### config.mk
export PLATFORM = sky130hd
export DESIGN_NAME = launch_sequencer
export DESIGN_NICKNAME = d
export VERILOG_FILES = /design/src/rtl/launch_sequencer.sv
export SDC_FILE = /design/constraint.sdc
export NUM_CORES = 1
export LEC_CHECK = 0
export ABC_AREA = 1
export BUFFER_PORTS_ARGS = -buffer_cell sky130_fd_sc_hd__buf_4
export CORE_UTILIZATION = 35
export DETAILED_ROUTE_END_ITERATION = 8
export REMOVE_ABC_BUFFERS = 1
export SLEW_MARGIN = 30
export SYNTH_ARGS = -nofsm -noshare
export SYNTH_HDL_FRONTEND = slang
export SYNTH_SLANG_ARGS = --single-unit
### constraint.sdc
create_clock -name LS_CLK -period 5.11 [get_ports LS_CLK]
set_clock_uncertainty 0.2 [all_clocks]
set_input_delay 1.022 -clock LS_CLK [delete_from_list [all_inputs] [get_ports LS_CLK]]
set_output_delay 1.022 -clock LS_CLK [all_outputs]
set_load 0.01 [all_outputs]
### src/rtl/launch_sequencer.sv
// Stimulus sequencer for the latch-network measurement: clears the capture latches,
// fires four delayed set pulses, then waits for the all-set feedback or a timeout.
module launch_sequencer #(
    parameter int unsigned DLY_W  = 8,
    parameter int unsigned TO_CYC = 16
) (
    input  logic               LS_CLK,
    input  logic               LS_RST,
    input  logic               LS_START,
    input  logic [4*DLY_W-1:0] LS_DLY,
    input  logic [3:0]         LS_MASK,
    input  logic               LS_ALL,
    output logic [3:0]         LS_S,
    output logic               LS_R,
    output logic               LS_BUSY,
    output logic               LS_DONE,
    output logic               LS_TO
);
    localparam int unsigned     TO_W   = $clog2(TO_CYC + 1);
    localparam logic [TO_W-1:0] TO_LIM = TO_W'(TO_CYC);

    typedef enum logic [2:0] {
        ST_IDLE,
        ST_CLEAR,
        ST_LAUNCH,
        ST_WAIT,
        ST_DONE
    } state_t;

    state_t             r_state;
    state_t             w_state_nxt;
    logic [4*DLY_W-1:0] r_dly;
    logic [3:0]         r_mask;
    logic [3:0]         r_fired;
    logic [DLY_W:0]     r_lcnt;
    logic [TO_W-1:0]    r_tcnt;
    logic               r_tflag;
    logic [3:0]         r_s;
    logic               r_r;
    logic               r_busy;
    logic               r_done;
    logic               r_to;

    logic [3:0]         w_hit;
    logic [3:0]         w_fired_nxt;
    logic [DLY_W:0]     w_lcnt_nxt;
    logic [TO_W-1:0]    w_tcnt_nxt;
    logic [TO_W-1:0]    w_tcnt_inc;
    logic               w_tflag_nxt;
    logic [3:0]         w_s_nxt;
    logic               w_capture;

    always_comb begin
        w_hit = '0;
        for (int unsigned i = 0; i < 4; i++) begin
            w_hit[i] = r_mask[i] & ~r_fired[i]
                     & (r_lcnt == {1'b0, r_dly[i*DLY_W +: DLY_W]});
        end
    end

    assign w_tcnt_inc = r_tcnt + 1'b1;

    always_comb begin
        w_state_nxt = r_state;
        w_fired_nxt = r_fired;
        w_lcnt_nxt  = r_lcnt;
        w_tcnt_nxt  = r_tcnt;
        w_tflag_nxt = r_tflag;
        w_s_nxt     = '0;
        w_capture   = 1'b0;
        case (r_state)
            ST_IDLE: begin
                // r_done still high means the visible DONE cycle: start is dropped there
                if (LS_START && !r_done) begin
                    w_capture   = 1'b1;
                    w_tflag_nxt = 1'b0;
                    w_state_nxt = ST_CLEAR;
                end
            end
            ST_CLEAR: begin
                w_lcnt_nxt  = '0;
                w_fired_nxt = ~r_mask;
                w_state_nxt = ST_LAUNCH;
            end
            ST_LAUNCH: begin
                w_s_nxt     = w_hit;
                w_fired_nxt = r_fired | w_hit;
                w_lcnt_nxt  = (r_lcnt == '1) ? r_lcnt : r_lcnt + 1'b1;
                if ((r_fired | w_hit) == 4'hF) begin
                    w_tcnt_nxt  = '0;
                    w_state_nxt = ST_WAIT;
                end
            end
            ST_WAIT: begin
                // Outputs lag state by one cycle, so feedback is honoured from the
                // second WAIT edge onward; the first edge only advances the timer.
                w_tcnt_nxt = w_tcnt_inc;
                if ((r_tcnt != '0) && LS_ALL) begin
                    w_tflag_nxt = 1'b0;
                    w_state_nxt = ST_DONE;
                end else if (w_tcnt_inc == TO_LIM) begin
                    w_tflag_nxt = 1'b1;
                    w_state_nxt = ST_DONE;
                end
            end
            ST_DONE: begin
                w_state_nxt = ST_IDLE;
            end
            default: begin
                w_state_nxt = ST_IDLE;
            end
        endcase
    end

    always_ff @(posedge LS_CLK) begin
        if (LS_RST) begin
            r_state <= ST_IDLE;
        end else begin
            r_state <= w_state_nxt;
        end
    end

    always_ff @(posedge LS_CLK) begin
        if (LS_RST) begin
            r_dly   <= '0;
            r_mask  <= '0;
            r_fired <= '0;
            r_lcnt  <= '0;
            r_tcnt  <= '0;
            r_tflag <= 1'b0;
            r_s     <= '0;
            r_r     <= 1'b0;
            r_busy  <= 1'b0;
            r_done  <= 1'b0;
            r_to    <= 1'b0;
        end else begin
            if (w_capture) begin
                r_dly  <= LS_DLY;
                r_mask <= LS_MASK;
            end
            r_fired <= w_fired_nxt;
            r_lcnt  <= w_lcnt_nxt;
            r_tcnt  <= w_tcnt_nxt;
            r_tflag <= w_tflag_nxt;
            r_s     <= w_s_nxt;
            r_r     <= (r_state == ST_CLEAR);
            r_busy  <= (r_state == ST_CLEAR) || (r_state == ST_LAUNCH) || (r_state == ST_WAIT);
            r_done  <= (r_state == ST_DONE);
            if (w_capture) begin
                r_to <= 1'b0;
            end else if (r_state == ST_DONE) begin
                r_to <= r_tflag;
            end
        end
    end

    assign LS_S    = r_s;
    assign LS_R    = r_r;
    assign LS_BUSY = r_busy;
    assign LS_DONE = r_done;
    assign LS_TO   = r_to;

endmodule

==> run summary, run 1 <==
## Power and ir drop
• 34.0% — Logic pwr share
• 36.7% — proportion of total power due to net switching
• 0.00163 µW — standby leakage power
• 27.1% — clock share of power
• 38.8% — portion of total power attributed to sequential cells
• 1170 µW — P_int
• 678 µW — net load switching power
• 486 mW/mm² — PwrDens
• 0.182 mV — Max VDD drop

## Outcome
• finished clean — outcome

## Setup path
• 50 — highest net fanout along the worst path
• 5.15 ns — Critical Path RT
• in -> reg — critical path start-end classification
• input pin — sort of element at the start of the critical path
• 2.48 ns — crit path DAT
• flip-flop — nature of the critical path endpoint

## Cells and area
• 0 — number of diodes added for antenna fixing
• 901 — filler cell count in the final layout
• 20.2% — synthesis-to-finish area growth
• 528 — NumNets Final
• 17.2% — proportion of layout cells with a drive suffix above 1

## Timing
• 2.43 ns — minimum clock period after layout
• 0.272 ns — hold slack final
• 0 — total setup violations reported at the end of the flow
• 0.411 GHz — maximum operating frequency
• 2.68 ns — final setup margin
• 0 — max-slew violation count
• 0 ns — final setup TNS
• 47.6% — final worst path period share
• 0 — Fin. Hold Viols
• 49.9% — headroom to the max-slew limit
• 0.750 ns — transition time at the pin with the least slew margin
• no — RSZ-0062 raised after global routing

## Detailed routing
• 5 — number of optimization iterations in the first detailed-route pass
• 105 — violation count after the first detailed-route iteration
• 0 — Antenna Nets Post-Route
• 4.77 — per-cell via count in the routed design
• 7320 µm — routed wire length
• 12.3 µm — average wire per standard cell
• 2847 — Via Count
• 0 — Residual DRC

## Clock tree
• 2 — maximum buffer depth of the clock tree
• 66 — number of sinks on the clock net
• 0 — Hold Buf Count CTS
• 0 — Post-CTS Setup Repair Bufs
• 0 — post-cts gate resize count
• 0.07 ns — clock edge transition at the registers on the reported setup and hold paths
• 3 — count of H-tree levels built during CTS
• clkbuf_8 — master cell of the clock root buffer
• done — clock tree from TritonCTS
• 0.35 ns — clock latency on the worst-skew pair
• 9 — TritonCTS buffer count

## Flow run
• 0 — MaxCap Viol Count

## Global routing
• 2675 — via count of the first global-routing pass
• 22.3% — M1 GR Usage
• 3.60% — routing usage on met3
• 16.8% — overall track demand over capacity in global routing
• 0 — initial antenna violation count
• met2 — layer carrying the most global-route usage
• 51 — maximum number of pins on one net before global-route repair
• 26.6% — met2 routing resource usage after global routing
• 0 — overall overflow remaining after global route
• 12600 µm — first-pass GRT wire length

## Die
• 97.1 µm — Die W
• 97.1 µm — Chip Height
• 48 — boundary pin count
• 34 — number of standard-cell rows in the floorplan
• 36.3% — effective utilization at floorplan
• 0.00943 mm² — die area
• 0.00872 mm² — Core Region

## Synth
• 0 — synth warn
• 66 — number of register bits inferred by synthesis
• 0% — share of flip-flops with an asynchronous set or reset
• 445 — Syn Inst Count
• 41.8% — sequential share of the synthesized area
• 33 — Distinct cells, synth
• 7.11 µm² — Post-Syn Area per Cell
• 0.00316 mm² — netlist area before placement
• 0 — number of synthesized flops with an enable pin
• dfxtp_1 — Primary FF master, synth

## Placement
• 0.791 — GPL Wtd Cong
• 47 — # port buffers
• 5260 µm — Final HPWL DP
• 2.27 ns — post-place setup slack

## Worst hold path
• reg -> reg — worst min-delay path class

-- state kept, by name (all words and copies together) (netlist names) --
| signal | flops |
|---|---|
| r_fired | 4 |
| r_mask | 4 |
| LS_R | 1 |
| LS_TO | 1 |
| r_tflag | 1 |
| r_state | 3 |
| LS_BUSY | 1 |
| LS_DONE | 1 |
| LS_S | 4 |
| r_tcnt | 5 |
| r_dly | 32 |
| r_lcnt | 9 |
-- placed cells by master (no fill, tap or decap), drive strengths merged --
| cell | count |
|---|---|
| buf | 48 |
| inv | 40 |
| clkinv | 2 |
| nor2 | 81 |
| nand4 | 6 |
| o22ai | 2 |
| nor4 | 1 |
| clkbuf | 12 |
| nand3 | 25 |
| or2 | 2 |
| o311ai | 1 |
| xor2 | 3 |
| o21ai | 41 |
| ha | 4 |
| dfxtp | 66 |
| a31oi | 2 |
| a21oi | 27 |
| mux2i | 1 |
| nor3 | 12 |
| bufinv | 2 |
| nand2 | 89 |
| o211ai | 1 |
| xnor2 | 21 |
-- layer usage --
| metal | part of all wire [%] | wire, µm | up-vias |
|---|---|---|---|
| li1 | - | - | 1508 |
| met1 | 49 | 3560 | 1277 |
| met2 | 45 | 3320 | 56 |
| met3 | 4.8 | 351 | 6 |
| met4 | 1.2 | 87 | 0 |
| met5 | 0 | 0 | - |
-- path summary, 6_finish.rpt --
check             slack (ns)        end      start  depth (start not counted)
setup / recovery        2.68    r_tflag   LS_START                          8
hold / removal          0.27  r_dly[12]  r_dly[12]                          2
setup reg to reg        2.70  r_lcnt[7]  r_lcnt[1]                         12
hold reg to reg         0.27  r_dly[12]  r_dly[12]                          2
-- cells by family after synthesis --
group	share of synthesized area, %
simple gates	30.2
compound gates	12.1
buf+inv	7.43
fa+ha+maj	1.58
mux	0.316
xor+xnor	6.64
flops	41.8
-- worst max-delay path, cell delays in order --
cell and delay (ns):
buf_4 0.10, inv_1 0.09, nor4_4 0.06, buf_4 0.21
inv_2 0.58, nand2_1 0.15, o21ai_0 0.18, a21oi_1 0.05
-- through the flow --
stage	power, µW	area, µm²	cells	utilization (%)
after CTS	1870	3800	597	43.6
after global placement	1350	3570	581	41.0
after detailed placement	1360	3570	581	41.0
after floorplan	1180	3080	425	-
final	1850	3800	597	43.6
after global routing	1990	3800	597	43.6
-- cell usage after synthesis, types with 6 or more instances --
library cell	n	area share, %
nand2_1	85	10
nor2_1	78	9.3
dfxtp_1	66	42
o21ai_0	39	6.2
inv_1	34	4.0
a21oi_1	27	4.3
nand3_1	25	4.0
xnor2_1	21	5.8
clkbuf_1	12	1.4
nor3_1	8	1.3
inv_2	6	0.71
nand4_1	6	1.2
-- power groups by stage --
stage	Combinational (µW)	Sequential (µW)	Clock, µW
finish	629	718	502
floorplan	470	712	0
detailed placement	635	727	0
global placement	622	726	0
global route	725	734	536
CTS	638	718	512
-- layout make-up --
| type | instances | area, µm² | area share [%] |
|---|---|---|---|
| sequential | 66 | 1320 | 34.7 |
| tap | 108 | 135 | 3.55 |
| clock inverter | 4 | 73.8 | 1.94 |
| timing repair buffer | 48 | 360 | 9.47 |
| multi-input combinational | 319 | 1610 | 42.3 |
| clock buffer | 12 | 155 | 4.08 |
| inverter | 40 | 150 | 3.95 |
(Power assumes the default switching activity.)
==> run 2: changes to the inputs <==
==> constraint.sdc (replaced) <==
create_clock -name LS_CLK -period 2.2 [get_ports LS_CLK]
set_clock_uncertainty 0.2 [all_clocks]
set_input_delay 0.44 -clock LS_CLK [delete_from_list [all_inputs] [get_ports LS_CLK]]
set_output_delay 0.44 -clock LS_CLK [all_outputs]
set_load 0.01 [all_outputs]
==> run 2 against run 1 <==
Effect of this change: via count increased by 2.0%; sequential power increased by 130%; flip-flop and latch count unchanged; count of clock-buffer cells in the layout decreased by 1; cell count increased by 2.3%; core utilization increased by 1.6 points; critical path depth increased by 5; hold slack got worse by 0.16 ns; die area unchanged; clock power increased by 130%; wire length increased by 5.6%; first-iteration DRC count decreased by 14%.
==> run summary, run 2 (same netlist as run 1, synthesis figures left out) <==
## Placement
• 0.830 — GPL Wtd Cong, +5.0%
• 0.107 ns — post-place setup slack, -2.17 ns
• 5540 µm — Final HPWL DP, +5.2%
• 47 — # port buffers, unchanged
• 0.00367 mm² — post-placement cell area, +2.7%

## Global routing
• 51 — maximum number of pins on one net before global-route repair, unchanged
• 17.4% — overall track demand over capacity in global routing, +0.65 points
• 2863 — via count of the first global-routing pass, +7.0%
• 0 — overall overflow remaining after global route, unchanged
• 0 — initial antenna violation count, unchanged
• 13200 µm — first-pass GRT wire length, +5.2%

## Setup path
• r_lcnt[0] — origin of the worst setup path
• 2.23 ns — Critical Path RT, -2.92 ns
• 7 — highest net fanout along the worst path, -86%
• r_lcnt[0] — R2R Path Start
• reg -> reg — critical path start-end classification
• 13 — R2R cell count, +1
• 0.08 ns — slack of the worst reg-to-reg path, -2.62 ns
• r_lcnt[7] — Critical R2R Capture
• r_lcnt[7] — termination of the worst setup path
• 2.15 ns — crit path DAT, -0.33 ns
• flip-flop — nature of the critical path endpoint
• flip-flop — sort of element at the start of the critical path

## Detailed routing
• 4.75 — per-cell via count in the routed design, -0.37%
• 0 — Residual DRC, unchanged
• 2903 — Via Count, +2.0%
• 7730 µm — routed wire length, +5.6%
• 12.6 µm — average wire per standard cell, +3.2%
• 4 — number of optimization iterations in the first detailed-route pass, -1
• 90 — violation count after the first detailed-route iteration, -14%
• 0 — Antenna Nets Post-Route, unchanged

## Cells and area
• r_dly x32, r_lcnt x9, r_tcnt x5 — biggest regs
• nand2_1 — commonest non-fill, non-tap cell in the layout
• 0.00395 mm² — summed area of non-filler cells in the final layout, +3.7%
• 32 — flip-flop count of the largest register, all copies and words added, unchanged
• 83 x nand2_1, 78 x nor2_1, 66 x dfxtp_1 — leading cell types in the layout, fill and taps excluded
• 45.3% — final core area utilization, +1.6 points
• 24.7% — synthesis-to-finish area growth
• 20.9% — proportion of layout cells with a drive suffix above 1, +3.7 points
• 0 — number of diodes added for antenna fixing, unchanged
• 887 — filler cell count in the final layout, -1.6%
• r_dly — register with the most flip-flops
• 542 — NumNets Final, +2.7%

## Timing
• 0 — max-slew violation count, unchanged
• 2.12 ns — minimum clock period after layout
• 96.2% — final worst path period share
• 0.473 GHz — maximum operating frequency
• 48.4% — headroom to the max-slew limit, -1.5 points
• 0.0844 ns — final setup margin, -2.59 ns
• 0.773 ns — transition time at the pin with the least slew margin, +0.0232 ns
• 0 — Fin. Hold Viols, unchanged
• 0 ns — final setup TNS, unchanged
• 0 — total setup violations reported at the end of the flow, unchanged

## Die
• 97.1 µm — Die W, unchanged
• 0.00872 mm² — Core Region, unchanged
• 48 — boundary pin count, unchanged
• 34 — number of standard-cell rows in the floorplan, unchanged
• 36.3% — effective utilization at floorplan, unchanged
• 97.1 µm — Chip Height, unchanged
• 0.00943 mm² — die area, unchanged

## Power and ir drop
• 0.00171 µW — standby leakage power, +4.8%
• 1100 mW/mm² — PwrDens, +130%
• 0.409 mV — Max VDD drop, +120%

## Clock tree
• 9 — TritonCTS buffer count, unchanged
• 0.07 ns — clock edge transition at the registers on the reported setup and hold paths, about the same
• 3 — count of H-tree levels built during CTS, unchanged
• 66 — number of sinks on the clock net, unchanged
• 2 — maximum buffer depth of the clock tree, unchanged
• 0 — Hold Buf Count CTS, unchanged
• clkbuf_8 — master cell of the clock root buffer
• 0.34 ns — clock latency on the worst-skew pair, about the same
• done — clock tree from TritonCTS

## Outcome
• finished clean — outcome

## Worst hold path
• in -> reg — worst min-delay path class

## Flow run
• 0 — MaxCap Viol Count, unchanged

==> run 2: changes by cell type in the layout (fill, tap and decap cells not counted), moves of 2 or more <==
cell     before  now
buf_4        48   62
xnor2_1      21   16
xnor2_2       0    5
nand2_1      85   83
nand2_2       2    4
==> run 2: critical path: stages (launching register included) <==
cell	delay [ns]
dfxtp_1	0.32
ha_1	0.22
nand2_2	0.09
nor3_2	0.05
nand2_1	0.07
nor2_1	0.05
ha_1	0.19
nand2_2	0.11
nand2_4	0.08
or2_4	0.26
nor2_4	0.10
nand2_2	0.06
nor3_2	0.14
nor3_2	0.06
==> run 2: power breakdown <==
group,leakage [µW],internal [µW],switching [µW]
combinational,0.00106,587,966
clock,0.000109,666,472
sequential,0.000541,1480,187
==> run 2: area by class of cell <==
class                           count  area [µm²]  area share, %
Inverter                           40         150           3.80
Tap cell                          108         135           3.42
Clock inverter                      5        77.6           1.97
Clock buffer                       11         141           3.58
Sequential cell                    66        1320           33.5
Timing Repair Buffer               62         465           11.8
Multi-Input combinational cell    319        1660           41.9
==> run 2: metrics by stage <==
stage	std cells	hold slack (ns)	total power [µW]
5_1_grt	611	0.104	4710
6_report	611	0.114	4360
2_1_floorplan	425	0.246	2750
3_5_place_dp	594	0.260	3210
3_3_place_gp	594	0.254	3180
4_1_cts	610	0.0999	4350
==> run 2: how the worst min path moves through the flow <==
stage	from	to	cells after the start
2_1_floorplan	r_dly[12]	r_dly[12]	2
3_3_place_gp	r_dly[31]	r_dly[31]	2
3_5_place_dp	r_dly[21]	r_dly[21]	2
4_1_cts	LS_DLY[24]	r_dly[24]	3
5_1_grt	LS_DLY[24]	r_dly[24]	3
6_report	LS_DLY[17]	r_dly[17]	3
==> run 2: routing by layer <==
layer  wire, µm  up-vias  global-route usage, %
met5          0        -                      0
met4        234        0                   7.12
met3        284       21                   4.32
met2       3430       52                   26.8
met1       3780     1297                   23.3
li1           -     1533                      -
==> run 2: timing repair <==
item                       CTS  global route
setup buffers                0             1
setup endpoints to repair    0            10
gates resized for setup      0             8
==> run 3: changes to the inputs <==
==> constraint.sdc (replaced) <==
create_clock -name LS_CLK -period 1.9 [get_ports LS_CLK]
set_clock_uncertainty 0.2 [all_clocks]
set_input_delay 0.38 -clock LS_CLK [delete_from_list [all_inputs] [get_ports LS_CLK]]
set_output_delay 0.38 -clock LS_CLK [all_outputs]
set_load 0.01 [all_outputs]
==> run 3 against run 2 <==
Effect of this change: the flow now finishes with violations (setup timing); cell count increased by 3.4%; count of clock-buffer cells in the layout unchanged; sequential share of layout area decreased by 1.9 points; maximum frequency increased by 0.83%; combinational power increased by 34%; first-iteration DRC count increased by 56%; flip-flop and latch count unchanged; global-route usage increased by 0.35 points; setup slack got worse by 0.28 ns; wire length increased by 5.3%; design area increased by 7.4%.
==> run summary, run 3 (same netlist as run 1, synthesis figures left out) <==
## Setup path
• 1.92 ns — Critical Path RT, -0.31 ns
• -0.20 ns — slack of the worst reg-to-reg path, -0.28 ns
• 2.12 ns — crit path DAT, -0.03 ns
• 2 — highest net fanout along the worst path, -5
• flip-flop — nature of the critical path endpoint
• r_lcnt[0] — origin of the worst setup path
• reg -> reg — critical path start-end classification
• flip-flop — sort of element at the start of the critical path
• r_lcnt[0] — R2R Path Start

## Power and ir drop
• 3050 µW — P_int, +12%
• 5000 µW — sum of internal, switching and leakage power, +15%
• 1180 mW/mm² — PwrDens, +6.9%
• 0.377 mV — Max VDD drop, -7.7%
• 39.1% — portion of total power attributed to sequential cells, +0.8 points
• 1950 µW — net load switching power, +20%
• 0.00186 µW — standby leakage power, +8.6%
• 38.9% — proportion of total power due to net switching, +1.7 points
• 41.7% — Logic pwr share, +6.1 points
• 19.2% — clock share of power, -6.9 points

## Detailed routing
• 0 — Antenna Nets Post-Route, unchanged
• 4.82 — per-cell via count in the routed design, +1.5%
• 140 — violation count after the first detailed-route iteration, +56%
• 0 — Residual DRC, unchanged
• 5 — number of optimization iterations in the first detailed-route pass, +1
• 3047 — Via Count, +5.0%
• 8140 µm — routed wire length, +5.3%
• 12.9 µm — average wire per standard cell, +1.8%

## Cells and area
• 29.0% — proportion of layout cells with a drive suffix above 1, +8.1 points
• 32 — flip-flop count of the largest register, all copies and words added, unchanged
• 48.6% — final core area utilization, +3.3 points
• buf_4 — commonest non-fill, non-tap cell in the layout
• 565 — NumNets Final, +4.2%
• 0.00180 mm² — multi-input logic area, +8.9%
• 0.00134 mm² — Reg area, +1.1%
• r_dly x32, r_lcnt x9, r_tcnt x5 — biggest regs
• 33.9% — synthesis-to-finish area growth
• 0.00424 mm² — summed area of non-filler cells in the final layout, +7.4%
• r_dly — register with the most flip-flops
• 884 — filler cell count in the final layout, -0.34%
• 0 — number of diodes added for antenna fixing, unchanged
• 81 x buf_4, 79 x nand2_1, 73 x nor2_1 — leading cell types in the layout, fill and taps excluded

## Outcome
• finished with violations — outcome
• setup timing — violated checks

## Timing
• -0.198 ns — final setup margin, -0.283 ns
• 110% — final worst path period share, +14 points
• yes — RSZ-0062 raised after global routing
• 0 — max-slew violation count, unchanged
• 9 — total setup violations reported at the end of the flow, +9
• 0 — Fin. Hold Viols, unchanged
• 0.477 GHz — maximum operating frequency, +0.83%
• 0.0572 ns — hold slack final, -0.0568 ns
• 0.324 ns — transition time at the pin with the least slew margin, -0.450 ns
• 78.3% — headroom to the max-slew limit, +30 points
• 2.10 ns — minimum clock period after layout, -0.0175 ns

## Clock tree
• 9 — TritonCTS buffer count, unchanged
• 3 — count of H-tree levels built during CTS, unchanged
• 0.34 ns — clock latency on the worst-skew pair, about the same
• clkbuf_8 — master cell of the clock root buffer
• 66 — number of sinks on the clock net, unchanged
• 0.07 ns — clock edge transition at the registers on the reported setup and hold paths, about the same
• done — clock tree from TritonCTS
• 0 — Hold Buf Count CTS, unchanged
• 2 — maximum buffer depth of the clock tree, unchanged

## Die
• 34 — number of standard-cell rows in the floorplan, unchanged
• 0.00872 mm² — Core Region, unchanged
• 48 — boundary pin count, unchanged
• 0.00943 mm² — die area, unchanged
• 97.1 µm — Die W, unchanged
• 36.3% — effective utilization at floorplan, unchanged
• 97.1 µm — Chip Height, unchanged

## Global routing
• 0 — initial antenna violation count, unchanged
• 17.8% — overall track demand over capacity in global routing, +0.35 points
• 0 — overall overflow remaining after global route, unchanged
• 2922 — via count of the first global-routing pass, +2.1%
• 51 — maximum number of pins on one net before global-route repair, unchanged
• 13400 µm — first-pass GRT wire length, +1.3%

## Placement
• 47 — # port buffers, unchanged
• 0.00377 mm² — post-placement cell area, +2.8%
• -0.150 ns — post-place setup slack, -0.257 ns
• 5650 µm — Final HPWL DP, +2.1%
• 0.830 — GPL Wtd Cong, about the same

## Worst hold path
• in -> reg — worst min-delay path class
• LS_DLY[18] — startpoint of the worst hold path

## Flow run
• 0 — MaxCap Viol Count, unchanged

-- run 3: changes by cell type in the layout (fill, tap and decap cells not counted), moves of 4 or more --
cell,change
xnor2_4,+4
buf_4,+19
dfxtp_1,-8
nor2_1,-5
nand2_1,-4
dfxtp_2,+6
-- run 3: final cells by class --
type	instances	share of cell area, %
clock buffers	11	3.10
clock inverters	3	0.443
inverters	40	3.54
multi-input cells	319	42.6
flip-flops and latches	66	31.5
well taps	108	3.19
repair buffers	85	15.6
-- run 3: critical path: stages, from the launching register on --
cell and delay [ns]:
dfxtp_2 0.36, ha_4 0.16, nand2_4 0.06, nor3_4 0.21
nand2_2 0.09, buf_4 0.14, buf_4 0.12, buf_4 0.12
buf_4 0.13, buf_4 0.12, buf_4 0.13, nor2_2 0.08
nor3_1 0.06
-- run 3: through the flow --
step                      TNS, ns  instances
after floorplan             -6.72        425
after global placement     -0.367        606
after detailed placement    -1.07        606
after CTS                  -0.233        629
after global routing        -2.50        632
final                      -0.861        632
-- run 3: final timing paths --
path | endpoint | cells past startpoint
max | r_lcnt[6] | 12
min | r_dly[18] | 3
max reg2reg | r_lcnt[6] | 12
min reg2reg | r_tcnt[0] | 1
-- run 3: power by group through the flow --
stage / Clock, µW / Combinational [µW] / Sequential, µW
final: 957 / 2080 / 1960
after global routing: 1060 / 2340 / 1990
after CTS: 989 / 1990 / 1940
after detailed placement: 0 / 1900 / 1950
after global placement: 0 / 1870 / 1940
after floorplan: 0 / 1260 / 1920
-- run 3: per-layer routing --
layer  vias to the layer above  wire [µm]  track usage (%)
met5                         -          0                0
met4                         0        133             7.12
met3                        11        332             4.46
met2                        65       3750             27.3
met1                      1389       3930             23.9
li1                       1582          -                -
-- run 3: what timing repair did --
action | 4_1_cts | 5_1_grt
endpoints found under the setup margin | 14 | 17
pin swaps | 11 | 14
setup buffers | 9 | 3
resized for setup | 18 | 32
